`src/rtl/operand_a_stage.sv`:
```
// Operand-A select stage: picks the ALU A operand (with EX/MEM forwarding),
// holds it in a one-entry valid/ready output register and counts stall cycles.
module operand_a_stage #(
    parameter int WIDTH     = 32,
    parameter int CONST_VAL = 4,
    parameter int REG_W     = 5,
    parameter int CNT_W     = 8
) (
    input  logic             clk,
    input  logic             rst_n,
    input  logic             in_valid,
    output logic             in_ready,
    input  logic [1:0]       sel_operA,
    input  logic [WIDTH-1:0] input_number,
    input  logic [WIDTH-1:0] immediate_ext,
    input  logic [WIDTH-1:0] immediate_desp,
    input  logic [REG_W-1:0] src_reg,
    input  logic             fwd_ex_en,
    input  logic             fwd_mem_en,
    input  logic [REG_W-1:0] fwd_ex_reg,
    input  logic [REG_W-1:0] fwd_mem_reg,
    input  logic [WIDTH-1:0] fwd_ex_data,
    input  logic [WIDTH-1:0] fwd_mem_data,
    input  logic             flush,
    output logic             out_valid,
    input  logic             out_ready,
    output logic [WIDTH-1:0] output_A,
    output logic [1:0]       fwd_hit,
    output logic [CNT_W-1:0] stall_cnt
);

    localparam logic [WIDTH-1:0] CONST_OPERAND = WIDTH'(CONST_VAL);
    localparam logic [1:0]       HIT_NONE      = 2'b00;
    localparam logic [1:0]       HIT_EX        = 2'b01;
    localparam logic [1:0]       HIT_MEM       = 2'b10;

    logic [WIDTH-1:0] operand_p0;
    logic [1:0]       hit_p0;
    logic             accept_p0;

    logic [WIDTH-1:0] operand_p1;
    logic [1:0]       hit_p1;
    logic             vld_p1;
    logic [CNT_W-1:0] stall_p1;

    function automatic logic [CNT_W-1:0] sat_inc(input logic [CNT_W-1:0] v);
        return (&v) ? v : v + CNT_W'(1);
    endfunction

    // Stage p0: combinational source select; register 0 never forwards (hard-wired zero)
    always_comb begin
        operand_p0 = input_number;
        hit_p0     = HIT_NONE;
        case (sel_operA)
            2'b00: begin
                if (src_reg != '0) begin
                    if (fwd_ex_en && (fwd_ex_reg == src_reg)) begin
                        operand_p0 = fwd_ex_data;
                        hit_p0     = HIT_EX;
                    end else if (fwd_mem_en && (fwd_mem_reg == src_reg)) begin
                        operand_p0 = fwd_mem_data;
                        hit_p0     = HIT_MEM;
                    end
                end
            end
            2'b01:   operand_p0 = CONST_OPERAND;
            2'b10:   operand_p0 = immediate_ext;
            2'b11:   operand_p0 = immediate_desp;
            default: operand_p0 = input_number;
        endcase
    end

    assign in_ready  = !vld_p1 || out_ready;
    assign accept_p0 = in_valid && in_ready && !flush;

    // Stage p1: output register; flush beats accept, accept beats drain
    always_ff @(posedge clk or negedge rst_n) begin
        if (!rst_n) begin
            operand_p1 <= '0;
            hit_p1     <= HIT_NONE;
            vld_p1     <= 1'b0;
            stall_p1   <= '0;
        end else begin
            if (vld_p1 && !out_ready)
                stall_p1 <= sat_inc(stall_p1);
            if (flush) begin
                vld_p1 <= 1'b0;
                hit_p1 <= HIT_NONE;
            end else if (accept_p0) begin
                vld_p1     <= 1'b1;
                operand_p1 <= operand_p0;
                hit_p1     <= hit_p0;
            end else if (out_ready) begin
                vld_p1 <= 1'b0;
            end
        end
    end

    assign out_valid = vld_p1;
    assign output_A  = operand_p1;
    assign fwd_hit   = hit_p1;
    assign stall_cnt = stall_p1;

endmodule

```
`config.mk`:
```
export PLATFORM = sky130hd
export DESIGN_NAME = operand_a_stage
export DESIGN_NICKNAME = d
export VERILOG_FILES = /design/src/rtl/operand_a_stage.sv
export SDC_FILE = /design/constraint.sdc
export NUM_CORES = 1
export LEC_CHECK = 0
export ABC_AREA = 1
export BUFFER_PORTS_ARGS = -buffer_cell sky130_fd_sc_hd__buf_2
export CORE_MARGIN = 3
export CORE_UTILIZATION = 25
export DETAILED_ROUTE_END_ITERATION = 10
export GPL_TIMING_DRIVEN = 0
export PLACE_DENSITY = 0.57
export SKIP_LAST_GASP = 1
export SYNTH_ARGS = -nofsm -noshare
export SYNTH_HDL_FRONTEND = slang
export SYNTH_SLANG_ARGS = --single-unit
```
`constraint.sdc`:
```
create_clock -name clk -period 1.35 [get_ports clk]
set_input_delay 0.135 -clock clk [delete_from_list [all_inputs] [get_ports clk]]
set_output_delay 0.135 -clock clk [all_outputs]
set_load 0.005 [all_outputs]
```
* After elaboration in Yosys (flattened, before gate mapping) *
Cells that the tools add are included.
Widths: inputs -> output; s select.

cells by class
  $add $sub $neg = 1
  eq/ne operators = 5
  mux-type cells = 13
  bitwise gates (word level) = 2
  reductions and logical operators = 16

operators by type and width
  operator             number
  $pmux 32 s4          1
  $mux 32              3
  $mux 2               6
  $eq 5x5->1           2
  $add 8x1->8 const B  1
  $reduce_and 8->1     1
  $logic_and 1x1->1    5
  $reduce_bool 5->1    1
  $eq 2x2->1 const B   2
  $reduce_and 2->1     2
  $logic_not 1->1      3
  $mux 1               3
  $reduce_bool 3->1    1
  $eq 2x1->1 const B   1
  $logic_not 2->1      1
  $not 1->1            2
  $reduce_bool 2->1    1
  $logic_or 1x1->1     1

storage, ports and cells
  bits in registers = 43

* Logic depth before layout (Yosys ltp) *
Gate-level depths: netlist (run 1).

  depth after elaboration = 8
  mapped depth = 12
  gate-level depth less buffers = 11

* Least setup slack after synthesis (run 1) *
OpenSTA, ideal clock, no wires.

  kind = reg2reg
  from = register stall_p1[0] (netlist: stall_cnt[0])
  to = register stall_p1[7] (netlist: stall_cnt[7])
  setup time = 0.125 ns
  arrival = 1.374 ns
  data required time = 1.225 ns
  path slack = -0.149 ns
  cell stages (with the launch flop) = 10
  buffers on the path = 0
  period minus slack after synthesis = 1.499 ns
  cell sequence = dfrtp_1 > ha_1 > nand3_1 > nor3_1 > nand2_1 > nand2_1 > nor2_1 > nand2_1 > nor4_1 > nor2_1

between the ends
  cells in the longest elaborated chain, start to end = 3

ends and longest elaborated chain
  element                                                              RTL line  source
  start, declared                                                      44        logic [CNT_W-1:0] stall_p1;
  start signal, assigned                                               85        stall_p1 <= sat_inc(stall_p1);
  parallel branches: the longest is 3 deep, another holds $add 8x1->8  -

Several ways; the timed one is not identified.
A chain may end at the register's enable or synchronous reset.

* Worst setup path in the final report (run 1) *
Ends and elaborated chain as after synthesis.

==> results of run 1 <==
kinds of logic (layout without fill, tap and decap cells):
| kind of cell | after synthesis | after routing | synth area share (%) |
|---|---|---|---|
| compound gates | 101 | 101 | 22.4 |
| simple gates | 262 | 262 | 34.3 |
| fa+ha+maj | 1 | 1 | 0.327 |
| buf+inv | 127 | 371 | 13.5 |
| xor+xnor | 6 | 6 | 1.37 |
| flops | 43 | 43 | 28.1 |
| other cells | 0 | 1 | 0 |
registers in the layout, indices dropped and copies added, names as in the netlist:
signal and flops:
fwd_hit 2, out_valid 1, output_A 32, stall_cnt 8
worst register-to-register path, cell delays in order, from the launching register on:
cell and delay [ns]:
dfrtp_1 0.36, ha_2 0.19, nand3_2 0.09, nor3_4 0.16
nand2_2 0.09, nand2_4 0.12, nor2_4 0.05, nand2_2 0.10
nor3_1 0.05, nor2_1 0.08, nor2_1 0.05
report_power, final:
part | switching (mW) | internal [mW] | leakage [nW] | total [mW]
registers | 0.168 | 1.54 | 0.495 | 1.71
logic | 0.979 | 0.932 | 2.59 | 1.91
clock network | 0.552 | 0.692 | 0.0700 | 1.24
synthesized netlist by cell type:
cell / instances
nand2_1: 136
inv_1: 91
or2_2: 64
a21oi_2: 60
dfrtp_1: 43
nand3b_1: 32
a221oi_1: 31
clkbuf_1: 18
nor2_1: 14
buf_2: 9
a21oi_1: 5
inv_2: 5
nand3_1: 5
xor2_1: 5
buf_6: 4
nor3_1: 3
nand2_4: 2
nand3_2: 2
nor2_2: 2
o22ai_1: 2
a211oi_1: 1
ha_1: 1
nor3_2: 1
nor4_1: 1
o21a_1: 1
o21bai_1: 1
xnor2_1: 1
routing by layer:
layer  global-route usage (%)  routed length (µm)  up-vias
li1                         -                   -     2213
met1                     22.3                6670     1859
met2                     29.4                7140      139
met3                     2.70                 836       11
met4                     4.40                 224        0
met5                        0                   0        -
placed cells by master, fill, tap and decap left out, drive strengths merged:
cell | netlist | layout
nand3b | 32 | 32
xor2 | 5 | 5
xnor2 | 1 | 1
nand2 | 138 | 138
o22ai | 2 | 2
clkbuf | 18 | 25
nor4 | 1 | 1
clkinv | 0 | 2
o21bai | 1 | 1
a21oi | 65 | 65
nand3 | 7 | 7
buf | 13 | 247
a221oi | 31 | 31
nor2 | 16 | 16
o21a | 1 | 1
a211oi | 1 | 1
dfrtp | 43 | 43
nor3 | 4 | 4
inv | 96 | 96
or2 | 64 | 64
ha | 1 | 1
diode | 0 | 1
clkinvlp | 0 | 1
layout make-up:
cell class,instances,area (µm²),area share [%]
multi-input cells,370,2780,45.5
repair buffers,236,1250,20.5
flip-flops and latches,43,1080,17.6
inverters,96,368,6.03
plain buffers,31,250,4.10
well taps,184,230,3.77
clock buffers,5,125,2.05
clock inverters,3,25.0,0.410
diodes,1,2.50,0.0410
how the worst min path moves through the flow:
stage | end | slack (ns) | cells after the start
detailed placement | out_valid$_DFFE_PN0P_ | 0.35 | 2
global placement | out_valid$_DFFE_PN0P_ | 0.35 | 2
CTS | out_valid$_DFFE_PN0P_ | 0.04 | 2
floorplan | fwd_hit[0]$_DFFE_PN0P_ | -0.16 | 0
global route | out_valid$_DFFE_PN0P_ | 0.03 | 2
finish | output_A[27]$_DFFE_PN0P_ | 0.02 | 1
through the flow:
stage | hold WS [ns] | TNS [ns] | setup slack (ns)
after global placement | 0.351 | -12.33 | -0.416
final | 0.0169 | -1.41 | -0.0944
after detailed placement | 0.351 | -12.45 | -0.420
after floorplan | -0.161 | -1.02 | -0.0737
after global routing | 0.0322 | -5.85 | -0.187
after CTS | 0.0373 | -1.94 | -0.0914
timing repair:
| action | 4_1_cts | 5_1_grt |
|---|---|---|
| buffers inserted | 6 | 2 |
| gates cloned | 2 | 0 |
| gates resized for setup | 46 | 19 |
| pin swaps | 9 | 6 |
| setup endpoints to repair | 40 | 42 |
==> summary.md, run 1 <==
| Metric | Value |
|---|---|
| Status | `complete, but fails checks` |
| Violated checks | `negative setup slack` |
| Seq/Total Area, Yosys | `approximately 28%` |
| Worst-path cell chain | `ha_2 > nand3_2 > nor3_4 > nand2_2 > nand2_4 > nor2_4 > nand2_2 > nor3_1 > nor2_1 > nor2_1` |
| H-tree Lvls | `2` |
| Post-Syn Instances | `540` |
| Initial Util | `approximately a quarter` |
| Final Hold Fails | `0` |
| Worst r2r path cells | `10` |
| Setup crit start kind | `register` |
| Slew @ Worst Pin | `about 1.0 ns` |
| DR pass1 iterations | `4` |
| Worst hold path class | `input pin to async pin` |
| Initial antenna violation count | `1` |
| Crit. path cell count | `10` |
| Final min period | `1.44 ns` |
| Setup ws final | `-0.0944 ns` |
| Overflow after GRT | `0` |
| Max Cap Viol | `0` |
| Crit path buf inv count | `0` |
| Worst EP arrival | `1.63 ns` |
| GRT Overall Usage | `~17%` |
| R2R Setup Slk | `-0.09 ns` |
| Hold buffers post-CTS | `0` |
| Final Cell Area | `a little over 6000 µm²` |
| CTS tree | `done` |
| Post-synth top area cell | `dfrtp_1` |
| Share of layout cells above drive strength 1 | `slightly below 60%` |
| Synth Register Bits | `43` |
| RSZ-0062 raised after global routing | `yes` |
| Fmax achieved | `between 600 and 700 MHz` |
| Worst Setup Path Type | `register to register` |
| Tot Pwr | `just under 5 mW` |
| Avg WL per Cell | `~15 µm` |
| Chip width | `roughly 130 µm` |
| Layout Cells excl Fill | `969` |
| Synth Net Count | `725` |
| Ys Warns | `0` |
| Die area | `roughly 17000 µm²` |
| Critical path endpoint category | `register` |
| Clock-pin slew on the worst setup and hold paths | `~0.070 ns` |
| Final WL | `approximately 15 mm` |
| Synth Cell Area | `about 3800 µm²` |
| Dpl hpwl | `~12 mm` |
| Reg2reg start | `stall_cnt[0]$_DFFE_PN0P_` |
| Core area | `14800 µm²` |
| Longest Clk Path Bufs | `2` |
| Drt drc | `0` |
| Worst setup path startpoint | `stall_cnt[0]$_DFFE_PN0P_` |
| Syn_area_per_cell | `7.09 µm²` |
| Area Growth Syn to Fin | `59.3%` |
| Worst path max stage delay | `0.36 ns` |
| Setup violators final | `36` |
| Clock Sinks | `43` |
| Crit path required time | `1.53 ns` |
| Fill cell count | `between 1500 and 2000` |
| Clock root cell | `clkbuf_16` |
| Vias | `4222` |
| PD cells | `about 800 nW/µm²` |
| I/O Pins | `between 200 and 250` |
| Critical path endpoint | `stall_cnt[7]$_DFFE_PN0P_` |
| Die Y | `roughly 130 µm` |
| CTS Buf Count | `5` |
| Peak supply drop | `around 0.57 mV` |
| Synth top area share | `28.1%` |
| Vias in the first global route | `approximately 4200` |
| Slowest cell on crit path | `dfrtp_1` |
| I/O Buffers | `~230` |
| Placed instance area | `5450 µm²` |
| Worst flop-to-flop path endpoint | `stall_cnt[7]$_DFFE_PN0P_` |
| First-pass GRT wire length | `between 20 and 25 mm` |
| Nets | `roughly 970` |
| Skew final | `just under 0.006 ns` |
| CP delay by family, top | `simple AND/OR/NAND/NOR gates` |
| Row count | `44` |
| Vias per cell | `roughly 4.4` |
| 1st-iter DRT viols | `approximately 120` |
| Max-slew violation count | `0` |
| Final core utilization | `between 40% and 50%` |
| Routability congestion estimate | `0.820` |
| Detail Route Antenna Nets | `0` |
| Tcrit/Tclk final | `107%` |
| Leakage | `approximately 3.2 nW` |
| Ranking of synthesized cells by area | `dfrtp_1, a21oi_2, nand2_1` |
| Pin count of the biggest net entering global routing | `44` |
| Dpl cells | `between 900 and 1000` |
| Clk_lat worst skew | `between 0.2 and 0.3 ns` |
| Max-slew headroom at the worst pin | `a little under a third` |
| Synth cell types | `27` |
| CP Max Fanout | `4` |
(Power assumes the default switching activity.)
==> run 2: changes to the inputs <==
Settings changed: CORE_UTILIZATION 25 to 40, PLACE_DENSITY 0.57 to 0.82.
==> run 2 against run 1 <==
- the flow still finishes with violations (negative setup slack)
- final cell count down 5.0%
- combinational power rose by 9%
- non-clock buffer count is 7 higher
- count of clock-buffer cells in the layout unchanged
- critical endpoint is now stall_cnt[4]$_DFFE_PN0P_
- largest cell class unchanged
==> summary.md, run 2 (same netlist as run 1, synthesis figures left out) <==
| Metric | Value |
|---|---|
| Status | `complete, but fails checks (unchanged)` |
| Violated checks | `negative setup slack (unchanged)` |
| Final WL | `15.1 mm (was 14.9 mm)` |
| Area Growth Syn to Fin | `60.3% (was 59.3%)` |
| Max reg flops | `32 (unchanged)` |
| Initial antenna violation count | `1 (unchanged)` |
| Critical path endpoint category | `register (unchanged)` |
| Slew @ Worst Pin | `1.02 ns (was 1.04 ns)` |
| Pin count of the biggest net entering global routing | `44 (unchanged)` |
| Clock-pin slew on the worst setup and hold paths | `0.09 ns (was 0.07 ns)` |
| FF+latch area | `1080 µm² (unchanged)` |
| Vias per cell | `4.98 (was 4.36)` |
| Commonest non-fill, non-tap cell in the layout | `buf_2 (unchanged)` |
| Overflow after GRT | `0 (unchanged)` |
| Dpl hpwl | `10.8 mm (was 11.9 mm)` |
| Initial Util | `41.3% (was 26.0%)` |
| Crit path required time | `1.58 ns (was 1.53 ns)` |
| Nets | `975 (was 968)` |
| First-pass GRT wire length | `22.4 mm (was 22.3 mm)` |
| Longest Clk Path Bufs | `2 (unchanged)` |
| Tcrit/Tclk final | `111% (was 107%)` |
| Setup violators final | `37 (was 36)` |
| Die area | `10800 µm² (was 16800 µm²)` |
| Clk_lat worst skew | `0.30 ns (was 0.29 ns)` |
| I/O Buffers | `227 (unchanged)` |
| Skew final | `0.0123 ns (was 0.00596 ns)` |
| Final Cell Area | `6140 µm² (was 6100 µm²)` |
| Detail Route Antenna Nets | `0 (unchanged)` |
| Worst path max stage delay | `0.40 ns (was 0.36 ns)` |
| Placed instance area | `5380 µm² (was 5450 µm²)` |
| Core area | `9280 µm² (was 14800 µm²)` |
| Setup ws final | `-0.151 ns (was -0.0944 ns)` |
| 1st-iter DRT viols | `244 (was 123)` |
| Slowest cell on crit path | `dfrtp_1 (unchanged)` |
| Worst-path cell chain | `ha_4 > nand3_2 > nor3_2 > nand2_1 > nand2_4 > buf_4 > nor2_4 > nand3_2 > xor2_1 (was ha_2 > nand3_2 > nor3_4 > nand2_2 > nand2_4 > nor2_4 > nand2_2 > nor3_1 > nor2_1 > nor2_1)` |
| Peak supply drop | `0.394 mV (was 0.571 mV)` |
| Worst Setup Path Type | `register to register (unchanged)` |
| Max Cap Viol | `0 (unchanged)` |
| Final min period | `1.50 ns (was 1.44 ns)` |
| GRT Overall Usage | `25.7% (was 17.1%)` |
| CP dominant cell by count | `nand3_2` |
| I/O Pins | `228 (unchanged)` |
| Max-slew violation count | `0 (unchanged)` |
| Leakage | `3.18 nW (was 3.16 nW)` |
| TNS Setup | `-3.99 ns (was -1.41 ns)` |
| Setup crit start kind | `register (unchanged)` |
| Die Y | `104 µm (was 130 µm)` |
| Chip width | `104 µm (was 130 µm)` |
| Hold buffers post-CTS | `0 (unchanged)` |
| Clock root cell | `clkbuf_8 (was clkbuf_16)` |
| Final Hold Fails | `0 (unchanged)` |
| PD cells | `759 nW/µm² (was 797 nW/µm²)` |
| Max-slew headroom at the worst pin | `32.1% (was 30.8%)` |
| Row count | `35 (was 44)` |
| DR pass1 iterations | `4 (unchanged)` |
| Worst hold path class | `input pin to async pin (unchanged)` |
| Worst EP arrival | `1.73 ns (was 1.63 ns)` |
| CTS tree | `done (unchanged)` |
| Fmax achieved | `666 MHz (was 692 MHz)` |
| CTS Buf Count | `5 (unchanged)` |
| Multi-input combinational cell area | `2870 µm² (was 2780 µm²)` |
| RSZ-0062 raised after global routing | `yes (unchanged)` |
| Avg WL per Cell | `16.4 µm (was 15.3 µm)` |
| Tot Pwr | `4.66 mW (was 4.87 mW)` |
| Drt drc | `0 (unchanged)` |
| Share of layout cells above drive strength 1 | `58.5% (was 57.8%)` |
| H-tree Lvls | `2 (unchanged)` |
| Vias in the first global route | `4533 (was 4187)` |
| Most frequent cells in the layout | `buf_2, nand2_1, inv_1, or2_2, a21oi_2 (unchanged)` |
| Fill cell count | `787 (was 1568)` |
| Vias | `4590 (was 4222)` |
| CP Max Fanout | `5 (was 4)` |
| Clock Sinks | `43 (unchanged)` |
| Routability congestion estimate | `0.847 (was 0.820)` |
-- run 2: cell count changes in the layout (fill, tap and decap cells not counted), sizes merged --
cell,change
buf,+11
clkbuf,-4
-- run 2: metrics by stage --
stage | util (%) | setup slack (ns) | hold slack (ns) | cells
2_1_floorplan | - | -0.0737 | -0.161 | 540
3_5_place_dp | 57.9 | -0.413 | 0.352 | 896
5_1_grt | 66.2 | -0.285 | 0.0243 | 921
3_3_place_gp | 57.9 | -0.384 | 0.341 | 896
4_1_cts | 62.6 | -0.0822 | 0.0312 | 915
6_report | 66.2 | -0.151 | 0.00524 | 921
-- run 2: path summary, 6_finish.rpt --
path | startpoint | end | slack, ns | cells after the start
max | stall_cnt[0]$_DFFE_PN0P_ | stall_cnt[4]$_DFFE_PN0P_ | -0.15 | 9
max in group asynchronous | rst_n | output_A[19]$_DFFE_PN0P_ | 0.72 | 1
min in group clk | flush | out_valid$_DFFE_PN0P_ | 0.04 | 2
min | rst_n | output_A[7]$_DFFE_PN0P_ | 0.005 | 1
min reg2reg | stall_cnt[7]$_DFFE_PN0P_ | stall_cnt[7]$_DFFE_PN0P_ | 0.55 | 2
max reg2reg | stall_cnt[0]$_DFFE_PN0P_ | stall_cnt[4]$_DFFE_PN0P_ | -0.15 | 9
-- run 2: metal layers --
metal	global-route usage (%)	share of wire, %
met5	0	0
met1	29.3	37
met4	10.4	3.6
met3	5.28	6.6
met2	46.7	52
-- run 2: critical path: cells and delay by family (launching register included) --
| kind | cells | cell delay (ns) |
|---|---|---|
| simple gates | 6 | 0.60 |
| flops | 1 | 0.40 |
| fa+ha+maj | 1 | 0.16 |
| xor+xnor | 1 | 0.15 |
| buf+inv | 1 | 0.13 |
-- run 2: what timing repair did --
action / in CTS / in global routing
endpoints found under the setup margin: 40 / 42
pin swaps: 8 / 14
gates cloned: 3 / 1
gates resized for setup: 35 / 58
buffers inserted: 8 / 4
-- run 2: layout make-up --
cell class | count | share of cell area (%)
buffer | 31 | 4.18
timing repair buffer | 243 | 21.3
tap | 129 | 2.63
sequential | 43 | 17.5
multi-input combinational | 370 | 46.8
inverter | 96 | 5.99
clock buffer | 5 | 1.12
antenna | 1 | 0.0407
clock inverter | 3 | 0.407
-- run 2: power by group --
group	switching (mW)	leakage (nW)	internal, mW
registers	0.191	0.495	1.54
logic	1.06	2.64	1.02
clock network	0.485	0.0443	0.370
total	1.73	3.18	2.93
==> run 3: changes to the inputs <==
Settings changed: REMOVE_ABC_BUFFERS set to 1.
==> run 3 against run 2 <==
- the flow still finishes with violations (negative setup slack)
- critical path depth did not move
- sequential power barely moved
- maximum frequency fell by 6.0%
- sequential cell count did not move
- combinational power barely moved
- clock skew fell by 0.0081 ns
- count of clock-buffer cells in the layout rose by 1
- non-clock buffer count fell by 13
- utilization fell by 0.24 points
- final area fell by 0.37%
- sequential share of layout area rose by 0.064 points
- global-route usage rose by 2.0 points
==> summary.md, run 3 (same netlist as run 1, synthesis figures left out) <==
| Metric | Value |
|---|---|
| Max-slew violation count | `0 (unchanged)` |
| Violated checks | `negative setup slack (unchanged)` |
| H-tree Lvls | `2 (unchanged)` |
| Clk_lat worst skew | `0.29 ns (was 0.30 ns)` |
| Initial antenna violation count | `0 (was 1)` |
| Fill cell count | `777 (was 787)` |
| PD cells | `782 nW/µm² (was 759 nW/µm²)` |
| Most frequent cells in the layout | `buf_2, nand2_1, inv_1, or2_2, a21oi_2 (unchanged)` |
| Setup ws final | `-0.246 ns (was -0.151 ns)` |
| Avg WL per Cell | `17.6 µm (was 16.4 µm)` |
| Final WL | `16.1 mm (was 15.1 mm)` |
| Crit path required time | `1.55 ns (was 1.58 ns)` |
| Core area | `9280 µm² (unchanged)` |
| Tot Pwr | `4.79 mW (was 4.66 mW)` |
| Fmax achieved | `627 MHz (was 666 MHz)` |
| Peak supply drop | `0.420 mV (was 0.394 mV)` |
| Max Cap Viol | `0 (unchanged)` |
| I/O Buffers | `227 (unchanged)` |
| Commonest non-fill, non-tap cell in the layout | `buf_2 (unchanged)` |
| Slowest cell on crit path | `dfrtp_1 (unchanged)` |
| DR pass1 iterations | `5 (was 4)` |
| Drt drc | `0 (unchanged)` |
| Final core utilization | `65.9% (was 66.2%)` |
| I/O Pins | `228 (unchanged)` |
| CP Max Fanout | `3 (was 5)` |
| Final Cell Area | `6120 µm² (was 6140 µm²)` |
| Hold Slack | `0.00493 ns (was 0.00524 ns)` |
| CTS tree | `done (unchanged)` |
| Critical path endpoint category | `register (unchanged)` |
| # diodes | `0 (was 1)` |
| Overflow after GRT | `0 (unchanged)` |
| Die Y | `104 µm (unchanged)` |
| Pin count of the biggest net entering global routing | `44 (unchanged)` |
| Dpl hpwl | `8.70 mm (was 10.8 mm)` |
| Worst-path cell chain | `ha_2 > nand3_4 > nor3_4 > nand2_2 > nand2_4 > buf_6 > nor2_4 > nand3_2 > xor2_2 (was ha_4 > nand3_2 > nor3_2 > nand2_1 > nand2_4 > buf_4 > nor2_4 > nand3_2 > xor2_1)` |
| Tcrit/Tclk final | `118% (was 111%)` |
| Row count | `35 (unchanged)` |
| Worst EP arrival | `1.80 ns (was 1.73 ns)` |
| Clock Sinks | `43 (unchanged)` |
| Longest Clk Path Bufs | `2 (unchanged)` |
| Status | `complete, but fails checks (unchanged)` |
| 1st-iter DRT viols | `242 (was 244)` |
| Clock root cell | `clkbuf_8 (unchanged)` |
| Area Growth Syn to Fin | `59.7% (was 60.3%)` |
| CP delay by family, top | `simple AND/OR/NAND/NOR gates (unchanged)` |
| Setup violators final | `42 (was 37)` |
| Worst path max stage delay | `0.37 ns (was 0.40 ns)` |
| Skew final | `0.00415 ns (was 0.0123 ns)` |
| Setup crit start kind | `register (unchanged)` |
| Vias per cell | `5.17 (was 4.98)` |
| Vias | `4719 (was 4590)` |
| GRT Overall Usage | `27.7% (was 25.7%)` |
| Share of layout cells above drive strength 1 | `59.9% (was 58.5%)` |
| TNS Setup | `-7.51 ns (was -3.99 ns)` |
| Detail Route Antenna Nets | `0 (unchanged)` |
| Chip width | `104 µm (unchanged)` |
| Nets | `969 (was 975)` |
| Die area | `10800 µm² (unchanged)` |
| Worst Setup Path Type | `register to register (unchanged)` |
| First-pass GRT wire length | `23.8 mm (was 22.4 mm)` |
| Max-slew headroom at the worst pin | `18.5% (was 32.1%)` |
| Final Hold Fails | `0 (unchanged)` |
| Vias in the first global route | `4655 (was 4533)` |
| Hold buffers post-CTS | `0 (unchanged)` |
| Placed instance area | `5030 µm² (was 5380 µm²)` |
| RSZ-0062 raised after global routing | `yes (unchanged)` |
| Final min period | `1.60 ns (was 1.50 ns)` |
| Max reg flops | `32 (unchanged)` |
| Crit path buf inv count | `1 (unchanged)` |
| Slew @ Worst Pin | `1.22 ns (was 1.02 ns)` |
| Initial Util | `41.3% (unchanged)` |
| Routability congestion estimate | `0.810 (was 0.847)` |
| Clock-pin slew on the worst setup and hold paths | `0.08 ns (was 0.09 ns)` |
| Worst hold path class | `input pin to async pin (unchanged)` |
| CTS Buf Count | `5 (unchanged)` |
| Leakage | `3.18 nW (about the same)` |
-- run 3: cell count changes in the layout (fill, tap and decap cells not counted), sizes merged --
| cell | previous run | this run |
|---|---|---|
| diode | 1 | 0 |
| clkinvlp | 1 | 2 |
| clkbuf | 21 | 6 |
| nand2 | 138 | 139 |
| nor2 | 16 | 17 |
| buf | 258 | 260 |
| bufbuf | 0 | 1 |
| nand3 | 7 | 11 |
| bufinv | 0 | 1 |
| clkinv | 2 | 0 |
| inv | 96 | 95 |
-- run 3: per-stage QoR --
stage | instances | worst slack, ns
3_3_place_gp | 865 | -2.54
3_5_place_dp | 867 | -1.34
2_1_floorplan | 509 | -0.916
6_report | 913 | -0.246
4_1_cts | 904 | -0.325
5_1_grt | 913 | -0.329
-- run 3: layer usage --
layer  vias up  global-route usage, %  share of wire, %
met1      2194                   33.0                38
met5         -                      0                 0
met2       263                   49.4                51
li1       2226                      -                 -
met4         0                   8.36               2.9
met3        36                   6.70               8.0
-- run 3: final timing paths --
path,startpoint,endpoint,slack [ns],depth (start not counted)
worst max-delay path,stall_cnt[1]$_DFFE_PN0P_,stall_cnt[4]$_DFFE_PN0P_,-0.25,9
worst min-delay path,rst_n,output_A[4]$_DFFE_PN0P_,0.005,1
worst max register to register,stall_cnt[1]$_DFFE_PN0P_,stall_cnt[4]$_DFFE_PN0P_,-0.25,9
worst min register to register,stall_cnt[7]$_DFFE_PN0P_,stall_cnt[7]$_DFFE_PN0P_,0.56,2
max in group asynchronous,rst_n,output_A[8]$_DFFE_PN0P_,0.71,1
min in group clk,flush,out_valid$_DFFE_PN0P_,0.06,2
-- run 3: power by group --
part	switching [mW]	total, mW	leakage, nW	internal (mW)
Combinational	1.09	2.08	2.63	0.990
Clock	0.441	0.984	0.0513	0.543
Sequential	0.185	1.72	0.495	1.54
Total	1.71	4.79	3.18	3.07
-- run 3: worst reg2reg max path, delay by kind of cell (launching register included) --
kind                       cells  cell delay, ns
buffers and inverters          1            0.12
DFF                            1            0.37
xor gates and xnor gates       1            0.18
and+or+nand+nor                6            0.64
adders and majority gates      1            0.21
-- run 3: cell type report --
type	instances	area (µm²)	area share, %
repair buffers	261	1560	25.5
clock inverters	1	30.0	0.491
flip-flops and latches	43	1080	17.6
well taps	129	161	2.64
clock buffers	6	72.6	1.19
inverters	96	367	5.99
multi-input cells	376	2840	46.5
repair inverters	1	7.51	0.123
-- run 3: repair_timing --
action,CTS,global route
resized for setup,60,43
gates cloned,8,0
pin swaps,26,21
setup endpoints to repair,43,43
buffers inserted,22,12
